<file path="config.mk">
export PLATFORM = sky130hd
export DESIGN_NAME = alaghi_adder_tree
export DESIGN_NICKNAME = d
export VERILOG_FILES = /design/src/rtl/alaghi_adder_tree.sv
export SDC_FILE = /design/constraint.sdc
export NUM_CORES = 1
export LEC_CHECK = 0
export CAP_MARGIN = 25
export CORE_MARGIN = 10
export CORE_UTILIZATION = 24
export DETAILED_ROUTE_END_ITERATION = 6
export MAX_ROUTING_LAYER = met4
export SLEW_MARGIN = 10
export SYNTH_ARGS = -nofsm -noshare
export SYNTH_HDL_FRONTEND = slang
export SYNTH_SLANG_ARGS = --single-unit
</file>
<file path="constraint.sdc">
create_clock -name clk -period 1.7 [get_ports clk]
set_input_delay 0.51 -clock clk [delete_from_list [all_inputs] [get_ports clk]]
set_output_delay 0.51 -clock clk [all_outputs]
set_load 0.005 [all_outputs]
</file>
<file path="src/rtl/alaghi_adder_tree.sv">
// N-input scaled stochastic adder: a binary tree of toggle-based pairwise adders.
// Root output stream probability is the mean of the input stream probabilities.
module alaghi_adder_tree #(
   parameter int unsigned           NUM_INPUTS = 8,
   parameter int unsigned           PIPELINE   = 1,
   parameter logic [NUM_INPUTS-2:0] RESET_SEED = '0
) (
   input  logic                  clk,
   input  logic                  rst,
   input  logic                  clr,
   input  logic                  in_valid,
   input  logic [NUM_INPUTS-1:0] in_bits,
   output logic                  out_bit,
   output logic                  out_valid
);

   localparam int unsigned LEVELS = $clog2(NUM_INPUTS);
   localparam int unsigned NODES  = NUM_INPUTS - 1;

   // All per-node vectors use heap numbering: root = 0, children of n = 2n+1, 2n+2.
   logic [NODES-1:0]  tog_q, tog_d;
   logic [NODES-1:0]  stage_q, stage_d;
   logic [LEVELS-1:0] vld_q, vld_d;
   logic [NODES-1:0]  node_o;
   logic [LEVELS:0]   vld_chain;

   assign vld_chain = {vld_q, in_valid};

   always_comb begin
      int unsigned base;
      int unsigned n;
      logic        a;
      logic        b;
      logic        qual;
      tog_d   = tog_q;
      stage_d = stage_q;
      vld_d   = vld_q;
      node_o  = '0;
      base    = 0;
      n       = 0;
      a       = 1'b0;
      b       = 1'b0;
      qual    = 1'b0;
      // Leaves first, so each parent sees its children already evaluated.
      for (int unsigned l = 0; l < LEVELS; l++) begin
         qual = (PIPELINE != 0) ? vld_chain[l] : in_valid;
         base = (NUM_INPUTS >> (l + 1)) - 1;
         for (int unsigned j = 0; j < (NUM_INPUTS >> (l + 1)); j++) begin
            n = base + j;
            if (l == 0) begin
               a = in_bits[2*j];
               b = in_bits[2*j+1];
            end else if (PIPELINE != 0) begin
               a = stage_q[2*n+1];
               b = stage_q[2*n+2];
            end else begin
               a = node_o[2*n+1];
               b = node_o[2*n+2];
            end
            node_o[n] = (a ^ b) ? tog_q[n] : b;
            if (qual && (a ^ b)) begin
               tog_d[n] = ~tog_q[n];
            end
            if (qual) begin
               stage_d[n] = node_o[n];
            end
         end
         vld_d[l] = qual;
      end
      if (clr) begin
         tog_d   = RESET_SEED;
         stage_d = '0;
         vld_d   = '0;
      end
   end

   always_ff @(posedge clk or negedge rst) begin
      if (!rst) begin
         tog_q   <= RESET_SEED;
         stage_q <= '0;
         vld_q   <= '0;
      end else begin
         tog_q   <= tog_d;
         stage_q <= stage_d;
         vld_q   <= vld_d;
      end
   end

   assign out_bit   = (PIPELINE != 0) ? stage_q[0] : node_o[0];
   assign out_valid = (PIPELINE != 0) ? vld_q[LEVELS-1] : (in_valid & rst);

endmodule

</file>
-- Yosys cells after proc, flatten, opt, wreduce, memory -nomap -nowiden
Cells that the tools add are included.
- bits in registers: 17
- latch bits: 0
- memory bits (writable): 0
- bits in read-only memories: 0
- output and inout bits: 2
- word-level logic and storage cells: 66
- memories: 0
- $add $sub $neg: 0
- multipliers: 0
- divide/modulo/power cells: 0
- $lt $le $gt $ge: 0
- equal/unequal tests: 0
- shift-type cells: 0
- mux-type cells: 24
- bitwise operators: 14
- reduce and logical (&&, ||, !) cells: 17
- operators with widths (cell ; number):
    1-bit two-way mux ; 21
    2-bit nonzero test ; 10
    7-bit two-way mux ; 2
    1-bit logical AND ; 7
    1-bit NOT ; 7
    1-bit XOR ; 7
    3-bit two-way mux ; 1

-- Longest topological paths before layout
- depth in word-level cells: 4
- gate-level depth with buffers: 4
- depth with buffers taken out: 3

-- Worst setup path after synthesis
OpenSTA, ideal clock, no wires.
- path type: input port to flip-flop
- start: input in_valid
- end: register stage_q[6]
- setup time: 96 ps
- data arrival time: 1003 ps
- required time: 1604 ps
- slack: 602 ps
- stages on the path: 4
- buffers on the path: 2
- path through: buf_4 buf_6 nor2_2 a311oi_2
- word-level cells in the longest chain between the ends: 1
- RTL lines (what ; RTL line ; text):
    start, declared ; 11 ; input logic in_valid,
    2-bit nonzero test (no source line) ; n/a ;
    end signal, assigned ; 84 ; stage_q <= stage_d;
    end, declared ; 22 ; logic [NODES-1:0] stage_q, stage_d;
Every way passes these cells.
A chain may end at the register's enable or synchronous reset.

-- Final worst setup path
- start: register stage_q[0]
- end: output out_bit
- RTL lines (what ; RTL line ; text):
    end, declared ; 13 ; output logic out_bit,
No word-level cell between the ends.

==> results by group <==
Drt
  – Post-DRT Antenna Nets: 0
  – Final WL: 1650 µm
  – # DRC: 0
  – Vias per cell: 4.55
  – Routed WL per cell: 11.0 µm
  – DR vias: 682
  – DRC marker count from the first detailed-route iteration: 33
  – DR pass1 iterations: 4

Synthesis
  – Synth cell types: 16
  – Register area share after synthesis: 48.2%
  – Net count after synthesis: 100
  – #FFs+latches synth: 17
  – Synth Area per Inst: 10.0 µm²
  – Yosys warning count: 0
  – Post-synthesis cell count: 88
  – Post-Syn Area: 882 µm²

Cells and area
  – Commonest non-fill, non-tap cell in the layout: dfrtp_1
  – Sequential cell area: 425 µm²
  – Core Util, Final: 32.3%
  – Layout Area Growth over Synthesis: 26.0%
  – Fin cells: 150
  – Area occupied by multi-input gates: 410 µm²
  – Filler cells: 365
  – Fin nets: 117
  – Diode count: 0
  – Layout cells sized above 1: 12.5%
  – Most frequent cells in the layout: dfrtp_1, nor2_1, clkdlybuf4s50_1

Timing
  – Tcrit/Tclk final: 94.1%
  – Setup skew after layout: 0.000311 ns
  – Max-Slew Margin vs Limit: 82.7%
  – Final min period: 1.60 ns
  – Final setup violation count: 0
  – Max Freq: 0.625 GHz
  – Worst-margin pin slew: 0.259 ns
  – Endpoints failing hold: 0
  – RSZ-0062 raised after global routing: no
  – Setup_tns: 0 ns
  – Max-slew violation count: 0

Pwr
  – Peak VDD IR: 0.472 mV
  – Pwr Density: 798 nW/µm²
  – LEAKAGE: 0.460 nW

Clock tree
  – Clk Latency, worst-skew pair: 0.24 ns
  – # H-tree levels: 1
  – CTS root buf: clkbuf_8
  – Cts hold-fix bufs: 0
  – CTS tree: yes
  – PostCTS Resize Cnt: 0
  – Post-CTS setup buffers: 0
  – Deepest clock path buffer count: 2
  – CTS buffer count: 3
  – CTS Sinks: 17
  – Clock slew at reported path FFs: 0.06 ns

Worst setup path
  – Crit Path Max Fanout: 2
  – Crit-path leading delay family: buffers and inverters
  – Crit Path Class: reg -> out
  – Critical Path Max Stage Delay: 0.50 ns
  – Crit-path slowest cell: clkdlybuf4s50_1
  – Startpoint Class: flip-flop
  – Cell Chain, Critical Path: clkdlybuf4s50_1
  – Crit path capture type: primary output
  – Buffers & Inverters on Critical Path: 1
  – CP required: 1.19 ns
  – Critical Path AT: 1.09 ns

Floorplan
  – Die Ht: 80.6 µm
  – Die area: 6500 µm²
  – # rows: 21
  – Initial Util: 25.6%
  – Core Region: 3440 µm²
  – IO Count: 14
  – Die W: 80.6 µm

Global routing
  – Largest net degree at the start of global routing: 25
  – Vias in the first global route: 662
  – First-pass GRT wire length: 2730 µm
  – GRT Total Usage: 5.48%
  – Gr ovfl total: 0
  – Antenna violations before repair: 0

Flow run
  – Max cap viols: 0

Placed design
  – Placed cells: 146
  – Buffers added on ports: 13
  – Post-DP HPWL: 1260 µm
  – Final Wtd Congestion: 0.662

Status
  – Outcome: completed

Hold path
  – Worst Hold Class: reg -> reg
## metal layers
layer	GRT usage, %	up-vias	wire length, µm
met2	9.16	16	813
met4	1.58	0	16
li1	-	347	-
met1	5.35	317	735
met3	3.01	2	89
met5	-	-	0
## cell families (layout without fill, tap and decap cells)
family | Yosys count | after routing | synth area share [%]
flops | 17 | 17 | 48.2
buf+inv | 5 | 21 | 5.25
compound gates | 28 | 28 | 23.3
xor+xnor | 7 | 7 | 6.95
simple gates | 31 | 31 | 16.3
## report_power, final
group | switching, mW | internal, mW
clock | 0.127 | 0.166
combinational | 0.0631 | 0.0743
sequential | 0.0255 | 0.431
## cell type report
type	instances	area share (%)
multi-input combinational	66	36.9
clock buffer	4	4.05
timing repair buffer	17	15.5
sequential	17	38.3
tap	46	5.18
## final timing paths
| kind | startpoint | endpoint | slack, ns | cells after the start |
|---|---|---|---|---|
| worst min-delay path | vld_q[1] | stage_q[0] | 0.54 | 1 |
| worst max register to register | stage_q[5] | tog_q[2] | 0.63 | 3 |
| worst max-delay path | stage_q[0] | out_bit | 0.10 | 1 |
| worst min register to register | vld_q[1] | stage_q[0] | 0.54 | 1 |
| min in group asynchronous | rst | tog_q[2] | 0.59 | 2 |
| max in group asynchronous | rst | stage_q[5] | 0.92 | 2 |
## flip-flops by register name, indices dropped and copies added (netlist names)
name and count:
stage_q 7, tog_q 7, vld_q 3
## stage by stage
step / cell area (µm²) / power, mW / setup slack, ns / hold slack, ns
4_1_cts: 1110 / 0.906 / 0.0845 / 0.548
2_1_floorplan: 882 / 0.541 / 0.602 / 0.214
6_report: 1110 / 0.887 / 0.100 / 0.543
5_1_grt: 1110 / 0.938 / 0.0521 / 0.559
3_3_place_gp: 1070 / 0.595 / 0.0503 / 0.542
3_5_place_dp: 1070 / 0.603 / 0.0303 / 0.535
## cells in the mapped netlist, drive strengths merged
cell type   n  area, µm²
dfrtp      17        425
nor2       14       55.1
a21oi       7       35.0
a311oi      7       73.8
a31o        7       61.3
nand2       7       26.3
nand2b      7       43.8
o21ai       7       35.0
xor2        7       61.3
buf         5       46.3
nor2b       3       18.8
Note: power is estimated with default switching activity, not from simulation.
